File: src/rtl/pipe_ctrl_pkg.sv
// Shared definitions for the pipeline hazard controller: FSM state encoding,
// default register-index width, counter width and a saturating-increment helper.
package pipe_ctrl_pkg;

   typedef enum logic [1:0] {
      ST_RUN      = 2'd0,
      ST_MD_WAIT  = 2'd1,
      ST_MEM_WAIT = 2'd2
   } ctrl_state_t;

   localparam int REG_BITS_DEF = 5;
   localparam int CNT_WIDTH    = 16;

   localparam logic [CNT_WIDTH-1:0] CNT_MAX = {CNT_WIDTH{1'b1}};
   localparam logic [CNT_WIDTH-1:0] CNT_ONE = {{(CNT_WIDTH-1){1'b0}}, 1'b1};

   // Increment that sticks at the all-ones value instead of wrapping.
   function automatic logic [CNT_WIDTH-1:0] sat_inc(input logic [CNT_WIDTH-1:0] value);
      logic [CNT_WIDTH-1:0] result;
      if (value == CNT_MAX) begin
         result = value;
      end else begin
         result = value + CNT_ONE;
      end
      return result;
   endfunction

endpackage

File: src/rtl/pipeline_hazard_ctrl_sat_counter.sv
// Saturating event counter with increment enable and asynchronous active-low clear.
module sat_counter
   import pipe_ctrl_pkg::*;
(
   input  logic                 clk,
   input  logic                 rst_n,
   input  logic                 inc,
   output logic [CNT_WIDTH-1:0] count
);

   // Count enabled events, holding at the maximum once reached.
   always_ff @(posedge clk or negedge rst_n) begin
      if (!rst_n) begin
         count <= {CNT_WIDTH{1'b0}};
      end else if (inc) begin
         count <= sat_inc(count);
      end else begin
         count <= count;
      end
   end

endmodule

File: src/rtl/pipeline_hazard_ctrl.sv
// Central stall/flush sequencer for the 5-stage pipeline. Decides every cycle
// whether PC, IF/ID, ID/EX and EX/MEM load, hold or clear to a bubble, based on
// load-use hazards, taken branches, data-memory waits and multi-cycle mul/div.
module pipeline_hazard_ctrl
   import pipe_ctrl_pkg::*;
#(
   parameter int MD_LATENCY = 4,
   parameter int REG_BITS   = REG_BITS_DEF
)
(
   input  logic                 clk,
   input  logic                 rst_n,
   input  logic [REG_BITS-1:0]  id_rs,
   input  logic [REG_BITS-1:0]  id_rt,
   input  logic                 id_uses_rs,
   input  logic                 id_uses_rt,
   input  logic                 ex_mem_read,
   input  logic [REG_BITS-1:0]  ex_rd,
   input  logic                 ex_is_md,
   input  logic                 branch_taken,
   input  logic                 dmem_req,
   input  logic                 dmem_ready,
   output logic                 pc_write,
   output logic                 if_id_write,
   output logic                 if_id_flush,
   output logic                 id_ex_write,
   output logic                 id_ex_flush,
   output logic                 ex_mem_write,
   output logic                 ex_mem_flush,
   output logic [1:0]           ctrl_state,
   output logic [CNT_WIDTH-1:0] stall_cycles,
   output logic [CNT_WIDTH-1:0] flush_count
);

   // Counter reload on mul/div entry: the entry cycle counts as the first EX cycle.
   localparam logic [3:0] MD_INIT = 4'(MD_LATENCY - 1);

   ctrl_state_t state_r;
   ctrl_state_t state_nxt_s;
   logic [3:0]  md_cnt_r;
   logic [3:0]  md_cnt_nxt_s;
   logic        mem_wait_s;
   logic        load_use_s;
   logic        flush_inc_s;
   logic        stall_inc_s;

   // A waiting data-memory access freezes everything and outranks all other events.
   assign mem_wait_s = dmem_req & ~dmem_ready;

   // Load-use: the load in EX writes a register the ID instruction reads; r0 never hazards.
   assign load_use_s = ex_mem_read && (ex_rd != {REG_BITS{1'b0}}) &&
                       ((id_uses_rs && (id_rs == ex_rd)) ||
                        (id_uses_rt && (id_rt == ex_rd)));

   // Priority mux for pipeline controls plus next-state / mul-div counter logic.
   always_comb begin
      pc_write     = 1'b1;
      if_id_write  = 1'b1;
      if_id_flush  = 1'b0;
      id_ex_write  = 1'b1;
      id_ex_flush  = 1'b0;
      ex_mem_write = 1'b1;
      ex_mem_flush = 1'b0;
      state_nxt_s  = state_r;
      md_cnt_nxt_s = md_cnt_r;
      flush_inc_s  = 1'b0;

      if (!rst_n) begin
         // Fill every stage with bubbles while reset is held.
         pc_write     = 1'b0;
         if_id_flush  = 1'b1;
         id_ex_flush  = 1'b1;
         ex_mem_flush = 1'b1;
         state_nxt_s  = ST_RUN;
         md_cnt_nxt_s = 4'd0;
      end else if (mem_wait_s) begin
         pc_write     = 1'b0;
         if_id_write  = 1'b0;
         id_ex_write  = 1'b0;
         ex_mem_write = 1'b0;
         state_nxt_s  = ST_MEM_WAIT;
      end else begin
         case (state_r)
            ST_MD_WAIT: begin
               pc_write     = 1'b0;
               if_id_write  = 1'b0;
               id_ex_write  = 1'b0;
               md_cnt_nxt_s = md_cnt_r - 4'd1;
               if (md_cnt_r == 4'd1) begin
                  // Last cycle: let the result leave EX.
                  ex_mem_flush = 1'b0;
                  state_nxt_s  = ST_RUN;
               end else begin
                  ex_mem_flush = 1'b1;
               end
            end
            ST_RUN, ST_MEM_WAIT: begin
               // The memory-ready cycle behaves exactly like RUN.
               state_nxt_s = ST_RUN;
               if (branch_taken) begin
                  if_id_flush = 1'b1;
                  id_ex_flush = 1'b1;
                  flush_inc_s = 1'b1;
               end else if (load_use_s) begin
                  pc_write    = 1'b0;
                  if_id_write = 1'b0;
                  id_ex_flush = 1'b1;
               end else begin
                  pc_write    = 1'b1;
               end
               if (ex_is_md) begin
                  state_nxt_s  = ST_MD_WAIT;
                  md_cnt_nxt_s = MD_INIT;
               end else begin
                  md_cnt_nxt_s = md_cnt_r;
               end
            end
            default: begin
               state_nxt_s = ST_RUN;
            end
         endcase
      end
   end

   // State and mul/div countdown registers.
   always_ff @(posedge clk or negedge rst_n) begin
      if (!rst_n) begin
         state_r  <= ST_RUN;
         md_cnt_r <= 4'd0;
      end else begin
         state_r  <= state_nxt_s;
         md_cnt_r <= md_cnt_nxt_s;
      end
   end

   assign ctrl_state  = state_r;
   assign stall_inc_s = ~pc_write;

   sat_counter u_stall_cnt (
      .clk   (clk),
      .rst_n (rst_n),
      .inc   (stall_inc_s),
      .count (stall_cycles)
   );

   sat_counter u_flush_cnt (
      .clk   (clk),
      .rst_n (rst_n),
      .inc   (flush_inc_s),
      .count (flush_count)
   );

endmodule

File: config.mk
export PLATFORM = sky130hd
export DESIGN_NAME = pipeline_hazard_ctrl
export DESIGN_NICKNAME = d
export VERILOG_FILES = /design/src/rtl/pipe_ctrl_pkg.sv /design/src/rtl/pipeline_hazard_ctrl_sat_counter.sv /design/src/rtl/pipeline_hazard_ctrl.sv
export SDC_FILE = /design/constraint.sdc
export NUM_CORES = 1
export LEC_CHECK = 0
export CORE_ASPECT_RATIO = 2
export CORE_MARGIN = 5
export CORE_UTILIZATION = 30
export CTS_CLUSTER_SIZE = 8
export DETAILED_ROUTE_END_ITERATION = 10
export PLACE_DENSITY = 0.61
export REMOVE_ABC_BUFFERS = 1
export SLEW_MARGIN = 20
export SYNTH_ARGS = -nofsm -noshare
export SYNTH_HDL_FRONTEND = slang
export SYNTH_SLANG_ARGS = --single-unit
File: constraint.sdc
create_clock -name clk -period 3.9 [get_ports clk]
set_input_delay 0.78 -clock clk [delete_from_list [all_inputs] [get_ports clk]]
set_output_delay 0.78 -clock clk [all_outputs]
set_load 0.02 [all_outputs]
==> results of run 1 <==
-- cell type report --
| type | instances | area share, % |
|---|---|---|
| timing repair buffer | 66 | 21.21 |
| clock buffer | 7 | 4.323 |
| inverter | 6 | 0.7341 |
| clock inverter | 1 | 0.9788 |
| sequential | 38 | 31.00 |
| multi-input combinational | 155 | 38.01 |
| tap | 92 | 3.752 |
-- sequential cells by signal, indices dropped and copies added, names as in the netlist --
name and flops:
u_stall_cnt.count 16, u_flush_cnt.count 16, ctrl_state 2, md_cnt_r 4
-- worst max path at each step --
stage,from,to,cells after the start
after floorplan,ex_rd[3],pc_write,5
after global placement,ex_rd[1],if_id_write,7
after detailed placement,ex_rd[1],if_id_write,7
after CTS,ex_rd[1],if_id_write,7
after global routing,ex_rd[1],if_id_write,7
final,ex_rd[1],if_id_write,7
-- layer usage --
metal | vias to the layer above | track usage, % | share of wire [%]
met5 | - | 0 | 0
met4 | 0 | 4.740 | 1.5
met3 | 8 | 3.855 | 8.2
met2 | 72 | 17.57 | 46
met1 | 820 | 13.90 | 44
li1 | 853 | - | -
-- logic make-up after synthesis --
group,after synthesis
AOI/OAI and AO/OA,21
xor gates and xnor gates,39
adders and majority gates,4
buffers and inverters,9
DFF,38
muxes,2
and+or+nand+nor,89
-- cells in the mapped netlist, types with 2 or more instances --
master | instances | area share, %
dfrtp_1 | 38 | 44
xnor2_1 | 22 | 8.9
xor2_1 | 14 | 5.7
nand2_1 | 13 | 2.3
nand3_1 | 13 | 3.0
and3_1 | 10 | 2.9
nor2_1 | 10 | 1.7
nand4_1 | 8 | 2.3
nand3_2 | 7 | 3.2
inv_1 | 6 | 1.0
nor2b_1 | 6 | 1.7
o21ai_0 | 5 | 1.2
a21oi_1 | 4 | 0.92
and4_1 | 4 | 1.6
ha_1 | 4 | 2.3
and2_1 | 3 | 0.87
xnor2_2 | 3 | 2.3
a21boi_0 | 2 | 0.69
nand2b_1 | 2 | 0.58
nand4_4 | 2 | 2.0
nor3_1 | 2 | 0.46
o21a_1 | 2 | 0.69
-- worst reg2reg max path, delay by kind of cell, from the launching register on --
kind | cells | cell delay [ns]
adders and majority gates | 1 | 0.19
DFF | 1 | 0.42
muxes | 1 | 0.31
and+or+nand+nor | 4 | 1.48
-- stage by stage --
step	setup WS [ns]	cells	hold WS, ns
6_report	0.2200	365	0.4667
2_1_floorplan	1.033	199	0.4844
3_3_place_gp	0.2193	357	0.4807
4_1_cts	0.2056	365	0.4785
5_1_grt	0.1095	365	0.5088
3_5_place_dp	0.2148	357	0.4834
-- power breakdown --
group | internal [uW] | switching [uW] | total (uW)
Combinational | 232 | 209 | 441
Sequential | 464 | 90.7 | 554
Clock | 302 | 147 | 449
Total | 998 | 447 | 1450
==> flow_summary.toml, run 1 <==
[floorplanning]
pin_count = 65
fp.dieH_um = 130.2
num_rows = 44
initial_utilization_pct = 30.26
design.core.area_um2 = 7157
chipWidth_um = 70.08
die_area_um2 = 9122

[sta]
slew_viol_final = 0
skew_ns = 0.001552
relSlewSlack_pct = 50.75
tns_ns = 0
finalSetupViolations = 0
period_needed_ns = 3.680
worst_pin_slew_ns = 0.7367
hold_viol = 0
max_freq_ghz = 0.2717
period_share_pct = 94.36
rsz0062_at_grt = "false"

[cells_and_area]
regArea_um2 = 950.9
antenna_cells = 0
num-fill-cells = 699
post-route-cell-area_um2 = 3068
multi_input_area_um2 = 1166
final_cell_mix = "clkdlybuf4s50_1, dfrtp_1, xnor2_1, xor2_1"
finish.utilization_pct = 42.87
nets = 300
area_growth_pct = 41.65
final_common_cell = "clkdlybuf4s50_1"
drive_above_1_share_pct = 10.62

[yosys]
avgSynthCellArea_um2 = 10.72
ys.flop_type = "dfrtp_1"
synth_top_family_by_area = "simple AND/OR/NAND/NOR gates"
yosys.area_share.simple_pct = 26.29
syn_inst = 202
synth_cell_types = 44
synth_compound_area_share_pct = 7.221
synth_edf_count = 0
syn_area_um2 = 2166
synth-xor-area-share_pct = 16.81
ys_seq_area_share_pct = 43.91
synth_mux_area_share_pct = 1.213
synthArstFlopShare_pct = 100.0
yosys_register_bits = 38
yosysWarnings = 0
synthAdderAreaFrac_pct = 2.311

[setup_path]
reg2reg_to = "u_stall_cnt.count[1]"
cp_slowest_cell = "clkdlybuf4s50_1"
critPathBufInv = 2
r2r-start = "u_stall_cnt.count[0]"
worstPathMaxFanout = 3
r2r_setup_slack_ns = 1.38
r2r_cells = 6
crit_type = "input pin to output pin"
crit_family = "buffers and inverters"
cpPeakStageDelay_ns = 0.61
end_kind = "output pin"
crit_chain = "clkdlybuf4s50_1 -> or4_1 -> o21ai_1 -> or3_4 -> o21ai_0 -> nand2_1 -> clkdlybuf4s50_1"
worstPathArrival_ns = 2.90
crit_top_cell = "clkdlybuf4s50_1"
start_kind = "input pin"
required_ns = 3.12

[drt]
drt_first_pass_iters = 4
ant_nets = 0
via_per_inst = 4.803
drt-initial-drc-count = 65
num_vias = 1753
wl_per_cell_um = 13.42
drc = 0
drt_wl_total_um = 4900

[place]
portBuffers = 64
gp_congestion = 0.8546
placed_area_um2 = 2905
place_hpwl_um = 3801

[clock_network]
clock_path_buffers = 2
htree_levels = 2
cts_repair_resize_count = 0
clk_pin_slew_ns = 0.05
cts_buffers = 5
cts_sinks = 38
cts_setup_buffers = 0
ctsHoldBuffers = 0
cts_tree = "built"
insertion_delay_ns = 0.28
cts_root_buffer = "clkbuf_16"

[global_routing]
grt_pass1_wl_um = 8362
grt_usage_pct = 11.17
grt_pass1_vias = 1809
antenna_found_initial = 0
grt_overflow = 0
grt_max_degree = 27

[min_path]
hold_class = "input pin to asynchronous set/reset pin"

[pwr]
max-vdd-ir-drop_mv = 0.2849
p_per_area_nw_per_um2 = 471.0
p_leak_uw = 0.001261
power_uw = 1445

[status]
status = "complete, no violations"

[run]
maxCapViolations = 0
Note: power is estimated with default switching activity, not from simulation.
==> run 2: changes to the inputs <==
--- a/config.mk
+++ b/config.mk
@@ -5,6 +5,7 @@
 export SDC_FILE = /design/constraint.sdc
 export NUM_CORES = 1
 export LEC_CHECK = 0
+export CAP_MARGIN = 40
 export CORE_ASPECT_RATIO = 2
 export CORE_MARGIN = 5
 export CORE_UTILIZATION = 30
==> results of run 2 <==
The final DEF is identical to that of run 1; final timing and power are the same.
